<file path="config.mk">
export PLATFORM = sky130hd
export DESIGN_NAME = fault_sweep_engine
export DESIGN_NICKNAME = d
export VERILOG_FILES = /design/src/rtl/fault_sim_pkg.sv /design/src/rtl/fault_golden_ram.sv /design/src/rtl/fault_sweep_engine.sv
export SDC_FILE = /design/constraint.sdc
export NUM_CORES = 1
export LEC_CHECK = 0
export ABC_AREA = 1
export BUFFER_PORTS_ARGS = -buffer_cell sky130_fd_sc_hd__buf_2
export CAP_MARGIN = 30
export CELL_PAD_IN_SITES_DETAIL_PLACEMENT = 1
export CELL_PAD_IN_SITES_GLOBAL_PLACEMENT = 1
export CORE_ASPECT_RATIO = 0.5
export CORE_MARGIN = 1.5
export CORE_UTILIZATION = 29
export DETAILED_ROUTE_END_ITERATION = 10
export HOLD_SLACK_MARGIN = 0.06
export PLACE_DENSITY_LB_ADDON = 0.25
export SYNTH_ARGS = -nofsm -noshare
export SYNTH_HDL_FRONTEND = slang
export SYNTH_HIERARCHICAL = 1
export SYNTH_SLANG_ARGS = --single-unit
</file>
<file path="constraint.sdc">
create_clock -name clk -period 2.4 [get_ports clk]
set_clock_uncertainty 0.15 [all_clocks]
set_input_delay 0.12 -clock clk [delete_from_list [all_inputs] [get_ports clk]]
set_output_delay 0.12 -clock clk [all_outputs]
set_load 0.02 [all_outputs]
</file>
<file path="src/rtl/fault_sim_pkg.sv">
// Shared definitions for the stuck-at fault sweep engine: FSM state
// encoding and the width helper for the packed first-pattern result bus.
package fault_sim_pkg;

    typedef enum logic [1:0] {
        IDLE = 2'd0,
        GOLD = 2'd1,
        FSIM = 2'd2,
        FIN  = 2'd3
    } sweep_state_t;

    // Width of the packed first-detecting-pattern bus (one N_IN slice per fault).
    function automatic int first_pat_width(input int n_fault, input int n_in);
        return n_fault * n_in;
    endfunction

endpackage

</file>
<file path="src/rtl/fault_golden_ram.sv">
// Golden response store: one CUT response per exhaustive input pattern.
// Written during the fault-free pass, read combinationally during fault passes.
module fault_golden_ram #(
    parameter int ADDR_W = 3,
    parameter int DATA_W = 1
) (
    input  logic              clk,
    input  logic              we,
    input  logic [ADDR_W-1:0] addr,
    input  logic [DATA_W-1:0] wdata,
    output logic [DATA_W-1:0] rdata
);

    logic [DATA_W-1:0] mem [2**ADDR_W];

    // Capture the fault-free response of the pattern currently being sampled.
    always_ff @(posedge clk) begin
        if (we) begin
            mem[addr] <= wdata;
        end
    end

    assign rdata = mem[addr];

endmodule

</file>
<file path="src/rtl/fault_sweep_engine.sv">
// Exhaustive stuck-at fault simulation sequencer. A fault-free pass records
// golden responses for all 2^N_IN patterns, then one pass per fault (one-hot
// fault_en) compares the CUT against them and logs detection results.
module fault_sweep_engine
    import fault_sim_pkg::*;
#(
    parameter int N_IN           = 3,
    parameter int N_OUT          = 1,
    parameter int N_FAULT        = 5,
    parameter int SETTLE         = 1,
    parameter bit DROP_ON_DETECT = 1'b0
) (
    input  logic                                      clk,
    input  logic                                      rst_n,
    input  logic                                      start,
    output logic [N_IN-1:0]                           pat,
    output logic [N_FAULT-1:0]                        fault_en,
    input  logic [N_OUT-1:0]                          cut_out,
    output logic                                      busy,
    output logic                                      done,
    output logic [N_FAULT-1:0]                        fault_detected,
    output logic [first_pat_width(N_FAULT, N_IN)-1:0] first_pat,
    output logic [$clog2(N_FAULT+1)-1:0]              det_count
);

    localparam int PC_W = N_IN + 1;
    localparam int FI_W = (N_FAULT > 1) ? $clog2(N_FAULT) : 1;
    localparam int SC_W = (SETTLE > 1) ? $clog2(SETTLE) : 1;
    localparam int DC_W = $clog2(N_FAULT + 1);
    localparam int FP_W = first_pat_width(N_FAULT, N_IN);

    sweep_state_t        state_reg;
    logic [PC_W-1:0]     pat_cnt_reg;
    logic [SC_W-1:0]     settle_reg;
    logic [FI_W-1:0]     fault_idx_reg;
    logic [N_FAULT-1:0]  fault_en_reg;
    logic                busy_reg;
    logic                done_reg;
    logic [N_FAULT-1:0]  fault_detected_reg;
    logic [FP_W-1:0]     first_pat_reg;
    logic [DC_W-1:0]     det_count_reg;

    logic                sample_edge;
    logic [PC_W-1:0]     pat_inc;
    logic                pat_last;
    logic [N_OUT-1:0]    golden_rd;
    logic                mismatch;
    logic                new_det;
    logic                pass_end;
    logic                last_fault;
    logic                gold_we;

    // The extra counter bit flags the wrap past the final pattern.
    assign pat_inc     = pat_cnt_reg + PC_W'(1);
    assign pat_last    = pat_inc[N_IN];
    assign sample_edge = ((state_reg == GOLD) || (state_reg == FSIM)) &&
                         (settle_reg == SC_W'(SETTLE - 1));
    assign gold_we     = (state_reg == GOLD) && sample_edge;
    assign mismatch    = (cut_out != golden_rd);
    assign new_det     = (state_reg == FSIM) && sample_edge && mismatch &&
                         !fault_detected_reg[fault_idx_reg];
    assign pass_end    = pat_last || (DROP_ON_DETECT && mismatch);
    assign last_fault  = (fault_idx_reg == FI_W'(N_FAULT - 1));

    fault_golden_ram #(
        .ADDR_W (N_IN),
        .DATA_W (N_OUT)
    ) u_golden (
        .clk   (clk),
        .we    (gold_we),
        .addr  (pat_cnt_reg[N_IN-1:0]),
        .wdata (cut_out),
        .rdata (golden_rd)
    );

    // Sweep sequencer: settle timing, pattern/fault stepping and result capture.
    always_ff @(posedge clk or negedge rst_n) begin
        if (!rst_n) begin
            state_reg          <= IDLE;
            pat_cnt_reg        <= '0;
            settle_reg         <= '0;
            fault_idx_reg      <= '0;
            fault_en_reg       <= '0;
            busy_reg           <= 1'b0;
            done_reg           <= 1'b0;
            fault_detected_reg <= '0;
            first_pat_reg      <= '0;
            det_count_reg      <= '0;
        end else begin
            done_reg <= 1'b0;
            case (state_reg)
                IDLE: begin
                    if (start) begin
                        fault_detected_reg <= '0;
                        first_pat_reg      <= '0;
                        det_count_reg      <= '0;
                        pat_cnt_reg        <= '0;
                        settle_reg         <= '0;
                        fault_idx_reg      <= '0;
                        fault_en_reg       <= '0;
                        busy_reg           <= 1'b1;
                        state_reg          <= GOLD;
                    end
                end
                GOLD: begin
                    if (sample_edge) begin
                        settle_reg <= '0;
                        if (pat_last) begin
                            pat_cnt_reg   <= '0;
                            fault_idx_reg <= '0;
                            fault_en_reg  <= N_FAULT'(1);
                            state_reg     <= FSIM;
                        end else begin
                            pat_cnt_reg <= pat_inc;
                        end
                    end else begin
                        settle_reg <= settle_reg + SC_W'(1);
                    end
                end
                FSIM: begin
                    if (sample_edge) begin
                        settle_reg <= '0;
                        if (new_det) begin
                            fault_detected_reg[fault_idx_reg] <= 1'b1;
                            first_pat_reg[int'(fault_idx_reg) * N_IN +: N_IN] <=
                                pat_cnt_reg[N_IN-1:0];
                            det_count_reg <= det_count_reg + DC_W'(1);
                        end
                        if (pass_end) begin
                            pat_cnt_reg <= '0;
                            if (last_fault) begin
                                fault_en_reg <= '0;
                                busy_reg     <= 1'b0;
                                done_reg     <= 1'b1;
                                state_reg    <= FIN;
                            end else begin
                                fault_en_reg  <= fault_en_reg << 1;
                                fault_idx_reg <= fault_idx_reg + FI_W'(1);
                            end
                        end else begin
                            pat_cnt_reg <= pat_inc;
                        end
                    end else begin
                        settle_reg <= settle_reg + SC_W'(1);
                    end
                end
                FIN: begin
                    state_reg <= IDLE;
                end
                default: begin
                    state_reg <= IDLE;
                end
            endcase
        end
    end

    assign pat            = pat_cnt_reg[N_IN-1:0];
    assign fault_en       = fault_en_reg;
    assign busy           = busy_reg;
    assign done           = done_reg;
    assign fault_detected = fault_detected_reg;
    assign first_pat      = first_pat_reg;
    assign det_count      = det_count_reg;

endmodule

</file>
==> flow_metrics.env, run 1 <==
export IMPL_yosys_top_cells_area="dfrtp_1 37%, nand2_1 16%, edfxtp_1 9.1%"
export IMPL_utilization=0.3669
export IMPL_coreArea_mm2=0.008768
export IMPL_crit_fanout=15
export IMPL_grt_ovfl_total=0
export IMPL_vias=2279
export IMPL_num_antenna_cells=0
export IMPL_hpwl_um=5166
export IMPL_min_period_ns=2.170
export IMPL_cts_setup_buffers=0
export IMPL_synth_main_ff_cell="dfrtp_1"
export IMPL_critical_path_class="reg2reg"
export IMPL_clock_latency_ns=0.29
export IMPL_peakVddDrop_uv=411.7
export IMPL_finalNonFillerCells=500
export IMPL_cp_common_cell="nand2_1"
export IMPL_synthMuxAreaShare=0
export IMPL_synthArstFlopShare=0.8298
export IMPL_endpoint_kind="register"
export IMPL_place_area_mm2=0.002992
export IMPL_synth_compound_area_frac=0.05693
export IMPL_synth_seq_cells=47
export IMPL_grt_pass1_vias=2387
export IMPL_synth_xor_xnor_area_share=0.006641
export IMPL_drc=0
export IMPL_antenna_found_initial=0
export IMPL_slowest_delay_ns=0.41
export IMPL_gp_congestion=0.8398
export IMPL_dp_cells=487
export IMPL_synth_avg_cell_area_um2=7.944
export IMPL_path_clk_slew_ns=0.07
export IMPL_synthCells=332
export IMPL_grt_max_degree=40
export IMPL_setup_worst_path_start_class="register"
export IMPL_largest_reg_flops=15
export IMPL_drt_iter0_drc=84
export IMPL_cap_viol_max_count=0
export IMPL_setup_ws_ns=0.2295
export IMPL_synth_top_family_by_area="simple AND/OR/NAND/NOR gates"
export IMPL_io_buffers=36
export IMPL_timing_hold_ws_ns=0.1026
export IMPL_die_y_um=70.44
export IMPL_rsz0062_at_grt="false"
export IMPL_worst_pin_slew_ns=0.5489
export IMPL_dieArea_mm2=0.009711
export IMPL_yosysTopAreaCell="dfrtp_1"
export IMPL_grtUsageTotal=0.1559
export IMPL_finalHoldViolations=0
export IMPL_die_x_um=137.9
export IMPL_area_growth_pct=21.96
export IMPL_cts_tree="yes"
export IMPL_drtAntennaViolNets=0
export IMPL_htreeDepth=2
export IMPL_wl_um=7020
export IMPL_cp_arrival_ns=2.20
export IMPL_cp_cell_sequence="nand2_1, nand3b_1, nand2_1, inv_1, nand2_1, inv_1, nand2_1, nand2_1, nor2_1, nand2_1, nor2_4, nand2_4, nand2_4, buf_12, nand2_4, nand2_1, nand2_1"
export IMPL_grt_first_pass_wirelength_um=11640
export IMPL_ys_seq_area_frac=0.4611
export IMPL_finalSetupTns_ns=0
export IMPL_status="finished, final reports clean"
export IMPL_yosys_area_top_type_share=0.3700
export IMPL_yosysUniqueCellTypes=29
export IMPL_yosysWarnings=6
export IMPL_syn_nets=349
export IMPL_powerDensity_mw_per_mm2=1225
export IMPL_syn_cell_area_mm2=0.002638
export IMPL_finalCritPeriodShare=0.9044
export IMPL_p_leak_nw=1.690
export IMPL_fillCellCount=1092
export IMPL_cts_root_buf="clkbuf_16"
export IMPL_p_total_mw=3.940
export IMPL_final_layout_size_suffix_gt1_frac=0.2037
export IMPL_synth_edf_count=8
export IMPL_start_util=0.3008
export IMPL_firstDrtPassIters=4
export IMPL_slew_viol_final=0
export IMPL_pre_cts_ws_ns=0.2137
export IMPL_relSlewSlack=0.6312
export IMPL_layout_nets=399
export IMPL_synth_common_cells="112 x nand2_1, 39 x dfrtp_1, 38 x inv_1"
export IMPL_synthAdderAreaFrac=0.06167
export IMPL_fmax_mhz=460.7
export IMPL_num_rows=24
export IMPL_vias_per_cell=4.558
export IMPL_clock_sinks=47
export IMPL_synth_most_common_cell="nand2_1"
export IMPL_io_pins=37
export IMPL_slowest_stage="dfrtp_1"
export IMPL_cts_buffers=5
export IMPL_synthSimpleGateAreaFrac=0.3354
export IMPL_cts_buffer_depth=2
export IMPL_hold_class="in2reg"
export IMPL_worstPathRequired_ns=2.43
export IMPL_fin_area_mm2=0.003217
export IMPL_wl_per_cell_um=14.04
export IMPL_finalSetupViolCount=0
[path summary, 6_finish.rpt]
kind	depth (start not counted)	end	slack, ns	from
setup reg to reg	17	first_pat[5]	0.23	pat_cnt_reg[1]
setup / recovery	17	first_pat[5]	0.23	pat_cnt_reg[1]
min in group asynchronous	3	fault_en[2]	0.53	rst_n
hold reg to reg	2	first_pat[4]	0.32	first_pat[4]
max in group asynchronous	4	fault_idx_reg[0]	1.16	rst_n
hold / removal	6	settle_reg	0.10	start
[metal layers]
layer	global-route usage	vias to the layer above	routed length, um
met5	0	-	0
met4	0.04514	0	98
met3	0.03776	10	241
met2	0.2504	28	3169
met1	0.2080	1104	3510
li1	-	1137	-
[placed cells by master (no fill, tap or decap), drive strengths merged]
cell         instances
nor3                 1
nand4                5
a21boi               1
clkbuf               8
nand3b               1
edfxtp               8
dfrtp               39
xnor2                1
clkinv               1
xor2                 1
nand3               33
a21oi                7
inv                 41
dlygate4sd3          3
buf                 46
a22oi                1
nor2                33
nand2              122
o21ai               17
ha                  13
nor4                 1
[power breakdown]
part | switching, mW | total [mW] | internal [mW]
combinational | 1.45 | 2.17 | 0.721
sequential | 0.113 | 1.05 | 0.934
clock | 0.307 | 0.721 | 0.414
total | 1.87 | 3.94 | 2.07
[cells by family (layout without fill, tap and decap cells)]
| group | Yosys count | in the layout |
|---|---|---|
| AOI/OAI and AO/OA | 26 | 26 |
| xor gates and xnor gates | 2 | 2 |
| adders and majority gates | 13 | 13 |
| buffers and inverters | 48 | 99 |
| DFF | 47 | 47 |
| and+or+nand+nor | 196 | 196 |
[cell type report]
| type | count | area, um^2 | area share |
|---|---|---|---|
| Clock buffer | 7 | 142.6 | 0.04434 |
| Clock inverter | 1 | 5.005 | 0.001556 |
| Inverter | 41 | 153.9 | 0.04784 |
| Multi-Input combinational cell | 237 | 1217 | 0.3785 |
| Sequential cell | 47 | 1216 | 0.3781 |
| Tap cell | 117 | 146.4 | 0.04551 |
| Timing Repair Buffer | 50 | 335.3 | 0.1042 |
[worst max-delay path: cells and delay by family (launching register included)]
kind	cells	cell delay [ns]
buffers and inverters	3	0.25
flip-flops	1	0.41
AND/OR/NAND/NOR	14	1.21
[repair_timing]
action                                  CTS  global route
hold buffers                              2             1
endpoints found under the setup margin    0            12
gates resized for setup                   0             1
hold endpoints to repair                 47             1
Power figures use the tool's default switching activity.
==> run 2, diff against run 1 <==
==> constraint.sdc (replaced) <==
create_clock -name clk -period 2.4 [get_ports clk]
set_clock_uncertainty 0.15 [all_clocks]
set_input_delay 0 -clock clk [delete_from_list [all_inputs] [get_ports clk]]
set_output_delay 0 -clock clk [all_outputs]
set_load 0.02 [all_outputs]
==> run 2 against run 1 <==
Net effect:
- non-clock buffer count is 1 higher
- utilization up 0.11 points
- combinational power barely moved
- critical path type unchanged
- largest cell class unchanged
==> flow_metrics.env, run 2 (synthesized netlist as in run 1, its figures left out) <==
export IMPL_critical_path_class="reg2reg"
export IMPL_clock_latency_ns=0.29
export IMPL_area_growth_pct=22.34
export IMPL_num_rows=24
export IMPL_cts_setup_buffers=0
export IMPL_pwr_share_seq=0.266
export IMPL_gp_congestion=0.8398
export IMPL_drc=0
export IMPL_worstPathRequired_ns=2.43
export IMPL_rsz0062_at_grt="false"
export IMPL_min_period_ns=2.164
export IMPL_hold_class="reg2reg"
export IMPL_p_total_mw=3.937
export IMPL_vias_per_cell=4.545
export IMPL_coreArea_mm2=0.008768
export IMPL_peakVddDrop_uv=411.2
export IMPL_fmax_mhz=462.1
export IMPL_firstDrtPassIters=4
export IMPL_largest_reg_flops=15
export IMPL_powerDensity_mw_per_mm2=1220
export IMPL_p_leak_nw=1.695
export IMPL_num_antenna_cells=0
export IMPL_slew_viol_final=0
export IMPL_final_layout_size_suffix_gt1_frac=0.2031
export IMPL_hpwl_um=5166
export IMPL_cap_viol_max_count=0
export IMPL_p_clk_frac=0.183
export IMPL_layout_common_cells="112 x nand2_1, 39 x dfrtp_1, 38 x inv_1"
export IMPL_clock_sinks=47
export IMPL_grt_ovfl_total=0
export IMPL_endpoint_kind="register"
export IMPL_path_clk_slew_ns=0.07
export IMPL_drt_iter0_drc=82
export IMPL_worst_pin_slew_ns=0.5489
export IMPL_start_util=0.3008
export IMPL_dieArea_mm2=0.009711
export IMPL_rr_worst_depth=17
export IMPL_swShare=0.4744
export IMPL_die_y_um=70.44
export IMPL_htreeDepth=2
export IMPL_wl_per_cell_um=13.98
export IMPL_pre_cts_ws_ns=0.2137
export IMPL_p_switching_mw=1.867
export IMPL_io_pins=37
export IMPL_grt_pass1_vias=2389
export IMPL_final_common_cell="nand2_1"
export IMPL_status="finished, final reports clean"
export IMPL_drtAntennaViolNets=0
export IMPL_finalSetupTns_ns=0
export IMPL_cts_buffers=5
export IMPL_layout_nets=400
export IMPL_antenna_found_initial=0
export IMPL_min_path_cells=2
export IMPL_cts_buffer_depth=2
export IMPL_cts_tree="yes"
export IMPL_grt_first_pass_wirelength_um=11640
export IMPL_finalHoldViolations=0
export IMPL_finalSetupViolCount=0
export IMPL_setup_worst_path_start_class="register"
export IMPL_vias=2277
export IMPL_crit_fanout=15
export IMPL_die_x_um=137.9
export IMPL_relSlewSlack=0.6312
export IMPL_cp_arrival_ns=2.19
export IMPL_setup_ws_ns=0.2359
export IMPL_cellInternalPower_mw=2.069
export IMPL_grt_max_degree=40
export IMPL_finalCritPeriodShare=0.9017
export IMPL_grtUsageTotal=0.1559
export IMPL_power_frac_comb=0.551
export IMPL_cts_root_buf="clkbuf_16"
export IMPL_r2r_slack_ns=0.24
export IMPL_io_buffers=36
export IMPL_wl_um=7003
run 2: power by group through the flow:
stage	Combinational (mW)	Sequential (mW)	Clock (mW)
4_1_cts	2.07	1.05	0.743
6_report	2.17	1.05	0.721
3_3_place_gp	1.98	1.05	0
5_1_grt	2.45	1.07	0.774
3_5_place_dp	2.05	1.07	0
2_1_floorplan	1.41	1.16	0
run 2: repair_timing:
action	CTS	global route
resized for setup	0	1
hold buffers	3	1
endpoints found under the hold margin	48	1
endpoints found under the setup margin	0	12
run 2: metal layers:
metal | wire, um | up-vias | track usage
li1 | - | 1140 | -
met1 | 3510 | 1099 | 0.2080
met2 | 3151 | 28 | 0.2504
met3 | 241 | 10 | 0.03776
met4 | 99 | 0 | 0.04514
met5 | 0 | - | 0
run 2: cell type report:
type                            count  area, um^2
Clock buffer                        7       142.6
Timing Repair Buffer               51       345.3
Multi-Input combinational cell    237        1217
Fill cell                        1092        5542
Inverter                           41       153.9
Tap cell                          117       146.4
Clock inverter                      1       5.005
Sequential cell                    47        1216
run 2: final timing paths:
path,from,endpoint
max,pat_cnt_reg[1],first_pat[5]
min,first_pat[4],first_pat[4]
max reg2reg,pat_cnt_reg[1],first_pat[5]
min reg2reg,first_pat[4],first_pat[4]
max in group asynchronous,rst_n,fault_idx_reg[0]
min in group asynchronous,rst_n,fault_en[2]
run 2: critical path, cell delays in order, from the launching register on:
cell and delay, ns:
dfrtp_1 0.41, nand2_1 0.12, nand3b_1 0.18, nand2_1 0.07, inv_1 0.04, nand2_1 0.08, inv_1 0.04, nand2_1 0.05
nand2_1 0.05, nor2_1 0.09, nand2_1 0.09, nor2_4 0.12, nand2_4 0.08, nand2_4 0.10, buf_12 0.17, nand2_4 0.06
nand2_1 0.06, nand2_1 0.07
run 2: stage by stage:
step	instance area, um^2	hold slack [ns]	cells	util
6_report	3227	0.3158	501	0.3680
5_1_grt	3227	0.3485	501	0.3680
4_1_cts	3169	0.2867	498	0.3614
2_1_floorplan	2638	-0.4456	332	-
3_5_place_dp	2992	0.06161	487	0.3412
3_3_place_gp	2992	0.02562	487	0.3412
==> run 3, diff against run 2 <==
--- a/config.mk
+++ b/config.mk
@@ -11,7 +11,7 @@
 export CELL_PAD_IN_SITES_DETAIL_PLACEMENT = 1
 export CELL_PAD_IN_SITES_GLOBAL_PLACEMENT = 1
 export CORE_ASPECT_RATIO = 0.5
-export CORE_MARGIN = 1.5
+export CORE_MARGIN = 3
 export CORE_UTILIZATION = 29
 export DETAILED_ROUTE_END_ITERATION = 10
 export HOLD_SLACK_MARGIN = 0.06
==> run 3 against run 2 <==
Net effect:
- non-clock buffer count is 1 higher
- combinational power hardly changed
- die area is 6.5% higher
- setup slack worse by 0.00052 ns
==> flow_metrics.env, run 3 (synthesized netlist as in run 1, its figures left out) <==
export IMPL_status="finished, final reports clean"
export IMPL_finalCritPeriodShare=0.9019
export IMPL_grt_first_pass_wirelength_um=11740
export IMPL_multi_input_area_mm2=0.001217
export IMPL_cts_buffers=5
export IMPL_finalSetupViolCount=0
export IMPL_utilization=0.3813
export IMPL_slowest_delay_ns=0.40
export IMPL_drt_iter0_drc=86
export IMPL_die_x_um=140.9
export IMPL_gp_congestion=0.7692
export IMPL_dieArea_mm2=0.01034
export IMPL_die_y_um=73.44
export IMPL_area_growth_pct=21.49
export IMPL_endpoint_kind="register"
export IMPL_io_buffers=36
export IMPL_final_layout_size_suffix_gt1_frac=0.2104
export IMPL_cp_common_cell="nand2_1"
export IMPL_cts_root_buf="clkbuf_16"
export IMPL_dp_cells=484
export IMPL_finalNonFillerCells=497
export IMPL_io_pins=37
export IMPL_antenna_found_initial=0
export IMPL_critical_path_class="reg2reg"
export IMPL_grtUsageTotal=0.1439
export IMPL_layout_common_cells="112 x nand2_1, 38 x inv_1, 38 x dfrtp_1"
export IMPL_powerDensity_mw_per_mm2=1208
export IMPL_cts_setup_buffers=0
export IMPL_cts_tree="yes"
export IMPL_grt_pass1_vias=2409
export IMPL_num_rows=23
export IMPL_worstPathBufferInverterCount=4
export IMPL_min_period_ns=2.165
export IMPL_wl_per_cell_um=14.09
export IMPL_cp_cell_sequence="buf_4, inv_1, nand2_1, nand2_1, nand2_1, nand2_1, inv_1, nand2_1, nand2_1, nor2_1, nand2_1, nor2_4, nand2_4, nand2_4, buf_12, nand2_4, nand2_1, nand2_1"
export IMPL_cap_viol_max_count=0
export IMPL_setup_worst_path_start_class="register"
export IMPL_finalHoldViolations=0
export IMPL_cp_arrival_ns=2.19
export IMPL_drtAntennaViolNets=0
export IMPL_worst_pin_slew_ns=0.4377
export IMPL_cpLargestDelayFamily="simple AND/OR/NAND/NOR gates"
export IMPL_crit_fanout=20
export IMPL_firstDrtPassIters=4
export IMPL_layout_nets=401
export IMPL_path_clk_slew_ns=0.07
export IMPL_vias=2299
export IMPL_num_antenna_cells=0
export IMPL_wl_um=7001
export IMPL_htreeDepth=2
export IMPL_fillCellCount=1059
export IMPL_seqCellArea_mm2=0.001217
export IMPL_grt_ovfl_total=0
export IMPL_slew_viol_final=0
export IMPL_clock_sinks=47
export IMPL_rsz0062_at_grt="false"
export IMPL_drc=0
export IMPL_final_common_cell="nand2_1"
export IMPL_relSlewSlack=0.7082
export IMPL_peakVddDrop_uv=389.7
export IMPL_cts_buffer_depth=2
export IMPL_finalSetupTns_ns=0
export IMPL_vias_per_cell=4.626
export IMPL_start_util=0.3139
export IMPL_hpwl_um=5285
export IMPL_slowest_stage="dfrtp_1"
export IMPL_fmax_mhz=462.0
export IMPL_worstPathRequired_ns=2.43
export IMPL_p_leak_nw=1.690
export IMPL_grt_max_degree=40
export IMPL_hold_class="reg2reg"
export IMPL_largest_reg_flops=15
export IMPL_clock_latency_ns=0.29
export IMPL_coreArea_mm2=0.008403
[run 3: cell count changes in the layout (fill, tap and decap cells not counted), sizes merged]
cell | before | now
buf | 46 | 48
clkbuf | 8 | 5
clkinv | 1 | 3
[run 3: path summary, 6_finish.rpt]
kind	slack (ns)	to	depth (start not counted)	start
setup / recovery	0.24	first_pat[9]	18	pat_cnt_reg[1]
hold / removal	0.32	first_pat[0]	2	first_pat[0]
setup reg to reg	0.24	first_pat[9]	18	pat_cnt_reg[1]
hold reg to reg	0.32	first_pat[0]	2	first_pat[0]
max in group asynchronous	1.09	pat_cnt_reg[0]	4	rst_n
min in group asynchronous	0.53	fault_en[2]	3	rst_n
[run 3: where the power goes]
| part | internal (mW) | switching (mW) |
|---|---|---|
| Combinational | 0.672 | 1.47 |
| Sequential | 0.935 | 0.111 |
| Clock | 0.381 | 0.303 |
| Total | 1.99 | 1.88 |
[run 3: timing repair]
action | CTS | global route
gates resized for setup | 0 | 2
endpoints found under the setup margin | 0 | 14
hold endpoints to repair | 48 | 13
hold buffers | 3 | 1
[run 3: final cells by class]
type	count	share of cell area
sequential	47	0.3799
multi-input combinational	237	0.3799
timing repair buffer	52	0.1046
inverter	41	0.04803
tap	112	0.04373
clock buffer	5	0.03905
clock inverter	3	0.004686
[run 3: stage by stage]
stage | total power, mW | setup WS, ns | hold WS (ns) | cell area, um^2
after floorplan | 2.564 | 0.3079 | -0.4456 | 2638
final | 3.870 | 0.2354 | 0.3156 | 3204
after CTS | 3.895 | 0.1866 | 0.2906 | 3171
after global routing | 4.197 | 0.001239 | 0.3560 | 3204
after global placement | 3.090 | 0.2867 | 0.02617 | 3000
after detailed placement | 3.175 | 0.1895 | 0.06274 | 3000
[run 3: worst register-to-register path, cell delays in order, from the launching register on]
cell	delay, ns
dfrtp_1	0.40
buf_4	0.18
inv_1	0.07
nand2_1	0.06
nand2_1	0.05
nand2_1	0.05
nand2_1	0.07
inv_1	0.04
nand2_1	0.05
nand2_1	0.05
nor2_1	0.11
nand2_1	0.11
nor2_4	0.12
nand2_4	0.08
nand2_4	0.08
buf_12	0.17
nand2_4	0.07
nand2_1	0.06
nand2_1	0.06
[run 3: per-layer routing]
layer | track usage | vias up | wire [um] | part of all wire
met3 | 0.03381 | 9 | 181 | 0.026
met2 | 0.2421 | 25 | 3183 | 0.45
met4 | 0.04296 | 0 | 95 | 0.014
li1 | - | 1150 | - | -
met1 | 0.1873 | 1115 | 3541 | 0.51
met5 | 0 | - | 0 | 0
